**src/rtl/multiport_register_file.sv**
```systemverilog
// Parametrised multi-port register file: registered, write-first reads and a zeroing sweep.
// Optional RF_ZERO_REG_EN hardwires entry 0 to zero.
module multiport_register_file #(
  parameter int unsigned DATA_W = 32,
  parameter int unsigned DEPTH  = 32,
  parameter int unsigned NUM_RD = 2,
  parameter int unsigned NUM_WR = 1,
  localparam int unsigned ADDR_W = $clog2(DEPTH)
) (
  input  logic                     clk,
  input  logic                     reset_n,
  input  logic                     clear_req,
  output logic                     ready,
  input  logic [NUM_RD-1:0]        read_en,
  input  logic [NUM_RD*ADDR_W-1:0] raddr,
  output logic [NUM_RD*DATA_W-1:0] rdata,
  input  logic [NUM_WR-1:0]        write_en,
  input  logic [NUM_WR*ADDR_W-1:0] waddr,
  input  logic [NUM_WR*DATA_W-1:0] wdata
);

  typedef enum logic [0:0] {StClear, StIdle} state_e;

  localparam logic [ADDR_W-1:0] LastAddr = ADDR_W'(DEPTH - 1);

  state_e              state_q, state_d;
  logic [ADDR_W-1:0]   cnt_q, cnt_d;
  logic                ready_q, ready_d;
  logic [NUM_RD*DATA_W-1:0] rdata_q, rdata_d;

  logic [DATA_W-1:0]   mem_q [DEPTH];

  logic [ADDR_W-1:0]   wr_addr  [NUM_WR];
  logic [DATA_W-1:0]   wr_data  [NUM_WR];
  logic [NUM_WR-1:0]   wr_valid;

  // Sweep sequencer.
  always_comb begin
    state_d = state_q;
    cnt_d   = cnt_q;
    unique case (state_q)
      StClear: begin
        cnt_d = cnt_q + ADDR_W'(1);
        if (cnt_q == LastAddr) begin
          state_d = StIdle;
        end
      end
      StIdle: begin
        if (clear_req) begin
          state_d = StClear;
          cnt_d   = '0;
        end
      end
      default: begin
        state_d = StClear;
        cnt_d   = '0;
      end
    endcase
    ready_d = (state_d == StIdle);
  end

  // Write-port decode; writes only take effect while the array is ready.
  always_comb begin
    for (int w = 0; w < NUM_WR; w++) begin
      wr_addr[w]  = waddr[w*ADDR_W +: ADDR_W];
      wr_data[w]  = wdata[w*DATA_W +: DATA_W];
      wr_valid[w] = ready_q && write_en[w];
`ifdef RF_ZERO_REG_EN
      if (wr_addr[w] == '0) begin
        wr_valid[w] = 1'b0;
      end
`endif
    end
  end

  // Read path: array value, overridden by the highest-index matching write (write-first).
  always_comb begin
    logic [ADDR_W-1:0] ra;
    logic [DATA_W-1:0] rv;
    rdata_d = rdata_q;
    for (int p = 0; p < NUM_RD; p++) begin
      ra = raddr[p*ADDR_W +: ADDR_W];
      rv = mem_q[ra];
      for (int w = 0; w < NUM_WR; w++) begin
        if (wr_valid[w] && (wr_addr[w] == ra)) begin
          rv = wr_data[w];
        end
      end
`ifdef RF_ZERO_REG_EN
      if (ra == '0) begin
        rv = '0;
      end
`endif
      if (ready_q && read_en[p]) begin
        rdata_d[p*DATA_W +: DATA_W] = rv;
      end
    end
  end

  always_ff @(posedge clk or negedge reset_n) begin
    if (!reset_n) begin
      state_q <= StClear;
      cnt_q   <= '0;
      ready_q <= 1'b0;
      rdata_q <= '0;
    end else begin
      state_q <= state_d;
      cnt_q   <= cnt_d;
      ready_q <= ready_d;
      rdata_q <= rdata_d;
    end
  end

  // Array storage is deliberately not reset; the sweep initialises it.
  // Ascending port order makes the highest-index colliding write land last.
  always_ff @(posedge clk) begin
    if (state_q == StClear) begin
      mem_q[cnt_q] <= '0;
    end else begin
      for (int w = 0; w < NUM_WR; w++) begin
        if (wr_valid[w]) begin
          mem_q[wr_addr[w]] <= wr_data[w];
        end
      end
    end
  end

  assign ready = ready_q;
  assign rdata = rdata_q;

  ready_matches_state_a: assert property (@(posedge clk) disable iff (!reset_n)
    ready_q == (state_q == StIdle));

  no_write_while_clearing_a: assert property (@(posedge clk) disable iff (!reset_n)
    (state_q == StClear) |-> (wr_valid == '0));

endmodule

```
**config.mk**
```make
export PLATFORM = sky130hd
export DESIGN_NAME = multiport_register_file
export DESIGN_NICKNAME = d
export VERILOG_FILES = /design/src/rtl/multiport_register_file.sv
export SDC_FILE = /design/constraint.sdc
export NUM_CORES = 1
export LEC_CHECK = 0
export CORE_AREA = 2 2 500 304
export DETAILED_ROUTE_END_ITERATION = 12
export DIE_AREA = 0 0 502 306
export PLACE_DENSITY = 0.49
export SLEW_MARGIN = 20
export SYNTH_ARGS = -nofsm -noshare
export SYNTH_HDL_FRONTEND = slang
export SYNTH_SLANG_ARGS = --single-unit
```
**constraint.sdc**
```tcl
create_clock -name clk -period 3.1 [get_ports clk]
set_input_delay 0.465 -clock clk [delete_from_list [all_inputs] [get_ports clk]]
set_output_delay 0.465 -clock clk [all_outputs]
set_load 0.02 [all_outputs]
```
==> results <==
- The slew of the pin with the lowest slew margin is 1.094 ns.
- The final antenna-violating net count is 0.
- Between clock sinks in the finished design, the worst skew comes to 0.04555 ns.
- The total nets after synthesis is 3872.
- The CTS H-tree depth is 3.
- Measured along the x axis, the die boundary spans 502 um.
- The area of the die is 153600 um^2.
- The clock network latency to the later pin of the worst-skew pair is 0.75 ns.
- Summed over all nets, the half-perimeter wirelength after detailed placement is 115800 um.
- Clock tree synthesis found a total of 1094 sinks.
- The max-slew violation total from the final report is 0.
- Across the run, the number of max-cap violations was 0.
- Along the worst path, the maximum fanout reaches 32.
- The count of endpoints failing hold in the final timing report is 0.
- Of the cells placed in the final design, the portion with a size suffix greater than 1 is 12.82%.
- After floorplanning, the core was sized to cover 148800 um^2.
- Walking the worst path, the cells encountered are buf_4, nand2_1, a21boi_0, xnor2_1, or4_2, buf_12, nor2_1, o31ai_1.
- The starting density of the core is 34.83%.
- On the worst path, the slowest cell contributes a delay of 0.67 ns.
- Yosys mapped a number of flops with a built-in enable equal to 1024.
- The initial antenna violation count is 5.
- Of all flip-flops after synthesis, the portion carrying an async set or reset was 6.399%.
- Compared with the post-synthesis result, the final layout area differs by 20.16%.
- The most used flip-flop cell after synthesis is edfxtp_1.
- The fraction of post-synthesis cell area in the top cell type by area is 59.34%.
- The maximum resistive drop on vdd is 0.3761 mV.
- Entering global routing, the biggest net connects 75 pins.
- In the post-synthesis netlist, the cell with the most instances is mux2i_1.
- The critical path launch point type is a flip-flop.
- The routed design has 194800 um of wire.
- The classification of the worst setup path is flip-flop to flip-flop.
- The number of clock buffers inserted by TritonCTS is 108.
- The classification of the worst-slack hold path is input port to async pin.
- The total via count in the routed design is 35340.
- The total overflow left after global routing is 0.
- Pin placement for this block handled 118 I/O pins.
- After layout, the worst path uses 86.05% of the clock period.
- The total power consumption of the routed design is 42.35 mW.
- The cell type with the largest total area after synthesis is edfxtp_1.
- In the final routed layout, each cell accounts on average for 31.59 um.
- The placement-stage worst setup slack is -0.09158 ns.
- The tree is rooted in a clkbuf_16.
- The simple logic cell fraction of the synthesized area is 5.863%.
- STA puts the critical path data required time at 3.65 ns.
- The post-synthesis sequential element count is 1094.
- The netlist uses 43 different library cells.
- Across every metal layer, demand over resource in global routing totals 24.91%.
- TritonCTS built the clock tree.
- The final RePlAce weighted congestion is 0.8101.
- Setup repair after global routing left no endpoint under its margin.
- The run finished with clean final reports.
- The worst-case setup margin in the final layout is 0.4326 ns.
- The number of vias per cell is 5.730.
- Data arrives at the worst endpoint at 3.22 ns.
- The cell area after synthesis is 51820 um^2.
- In the synthesized netlist, mux cells make up 19.86% of the area.
- The area after detailed placement is 58690 um^2.
- The critical-path cell with the highest stage delay is or4_2.
- After routing the design area is 62260 um^2.
- The finished layout holds 6167 standard cells, fillers aside.
- The xor/xnor share of the synthesized area is 0.1690%.
- After synthesis, the cell types taking the most area are edfxtp_1 59%, mux2i_1 20%, a22oi_1 5.5%.
- The number of nets in the layout is 4113.
- After clock tree synthesis, the clock-pin slew on the worst setup and hold paths is 0.07 ns.
- The adder-cell area share of the yosys netlist is 0.04829%.
- The first global-routing pass estimated 270700 um of wire.
- Before antenna repair, the detailed router went through 5 iterations.
- In this run the tightest slew margin relative to its limit is 27.04%.
- The count of hold-fix buffers inserted at cts is 1.
- The DRC violation count after routing is 0.
- By count the netlist is led by 1026 x mux2i_1, 1024 x edfxtp_1, 403 x nand2_1.
- For this run, the number of Yosys warnings is 0.
- Summed over all cells, the static leakage comes to 24.08 nW.
- The detailed router finished its first iteration with 3759 violations.
- The buffer depth of the longest clock path is 3.
- For this design the ratio of total power to cell area is 680.1 nW/um^2.
- Setup violations remaining at the end of the flow were counted as 0.
- Timing would allow up to 0.3749 GHz.
- After synthesis, the largest family of logic cells by area is multiplexers.
- The number of setup buffers added after CTS is 0.
- The final critical path time including I/O delays and setup is 2.667 ns.
- The placement row count is 110.
- In this run, post-CTS repair resized a total of 0 instances.
- The endpoint type of the worst setup path is a flip-flop.
- Sequential elements use 62.72% of the synthesized area.
- The number of placed instances, taps included, is 5963.
- The compound-gate portion of the synthesized area is 8.753%.
- The die is 306 um tall.
- Averaged over all synthesized cells, the footprint is 13.58 um^2.
- The number of global-route vias before repair was 34430.
- The count of buffers added on input and output ports is 117.
- The post-synthesis instance total is 3817.
[per-stage QoR]
stage          TNS (ns)  hold slack [ns]  util [%]
2_1_floorplan    -37.40           0.1694         -
3_3_place_gp    -0.1881           0.4705     39.44
3_5_place_dp    -0.1875           0.4771     39.45
4_1_cts               0           0.2561     41.85
5_1_grt               0           0.2904     41.85
6_report              0           0.2728     41.85
[layer usage]
layer  wire (um)  vias up  track usage, %
met5           0        -               0
met4        4625        0           5.930
met3       13490      251           4.339
met2       82230     1356           35.69
met1       94490    18390           38.67
li1            -    15340               -
[sequential cells by signal (all words and copies together) (netlist names)]
register / count
ready: 1
cnt_q: 5
mem_q: 1024
rdata: 64
[logic make-up after synthesis]
| kind of cell | count (synthesis) |
|---|---|
| adder cells (fa/ha/maj) | 2 |
| XOR/XNOR | 10 |
| flip-flops | 1094 |
| buffers and inverters | 323 |
| AND/OR/NAND/NOR | 702 |
| AO/OA/AOI/OAI | 659 |
| multiplexers | 1027 |
[worst max-delay path: cells and delay by family, from the launching register on]
kind | cells | cell delay [ns]
AOI/OAI and AO/OA | 2 | 0.37
DFF | 1 | 0.47
xor gates and xnor gates | 1 | 0.17
and+or+nand+nor | 3 | 0.93
buffers and inverters | 2 | 0.51
[layout make-up]
cell class	count	area, um^2
clock inverter	62	563.0
clock buffer	140	2997
tap	2016	2522
sequential	1094	32500
timing repair buffer	417	5197
fill	13700	86520
inverter	37	138.9
antenna	1	2.502
multi-input combinational	2400	18340
[power breakdown]
part | internal [mW] | switching (mW) | leakage (nW) | total (mW)
logic | 3.31 | 6.25 | 11.5 | 9.57
clock network | 7.55 | 6.01 | 1.75 | 13.6
registers | 18.2 | 1.00 | 10.8 | 19.2
total | 29.1 | 13.3 | 24.1 | 42.3
[path summary, 6_finish.rpt]
check | start | to | slack, ns | depth (start not counted)
worst min register to register | rdata[13] | rdata[13] | 0.48 | 2
max in group asynchronous | reset_n | rdata[43] | 2.08 | 3
worst max register to register | ready | rdata[16] | 0.43 | 8
min in group clk | wdata[28] | rdata[60] | 0.32 | 3
worst max-delay path | ready | rdata[16] | 0.43 | 8
worst min-delay path | reset_n | cnt_q[2] | 0.27 | 2
[cells in the final DEF (no fill, tap or decap), types with 18 or more instances in the layout]
| cell | instances |
|---|---|
| a21oi_1 | 134 |
| clkinv_2 | 19 |
| inv_1 | 37 |
| nand2_1 | 398 |
| edfxtp_1 | 1024 |
| a22oi_1 | 379 |
| mux2i_1 | 1026 |
| nand4_1 | 33 |
| clkdlybuf4s50_1 | 114 |
| o31ai_1 | 31 |
| clkbuf_16 | 111 |
| o211ai_1 | 32 |
| o22ai_1 | 68 |
| dfrtp_1 | 70 |
| clkbuf_1 | 18 |
| nor2_4 | 34 |
| clkinv_1 | 25 |
| buf_4 | 159 |
| buf_12 | 141 |
| nor2_1 | 25 |
| nor3_1 | 33 |
| nand3_1 | 141 |
No activity file was read; power rests on OpenSTA's default activity.
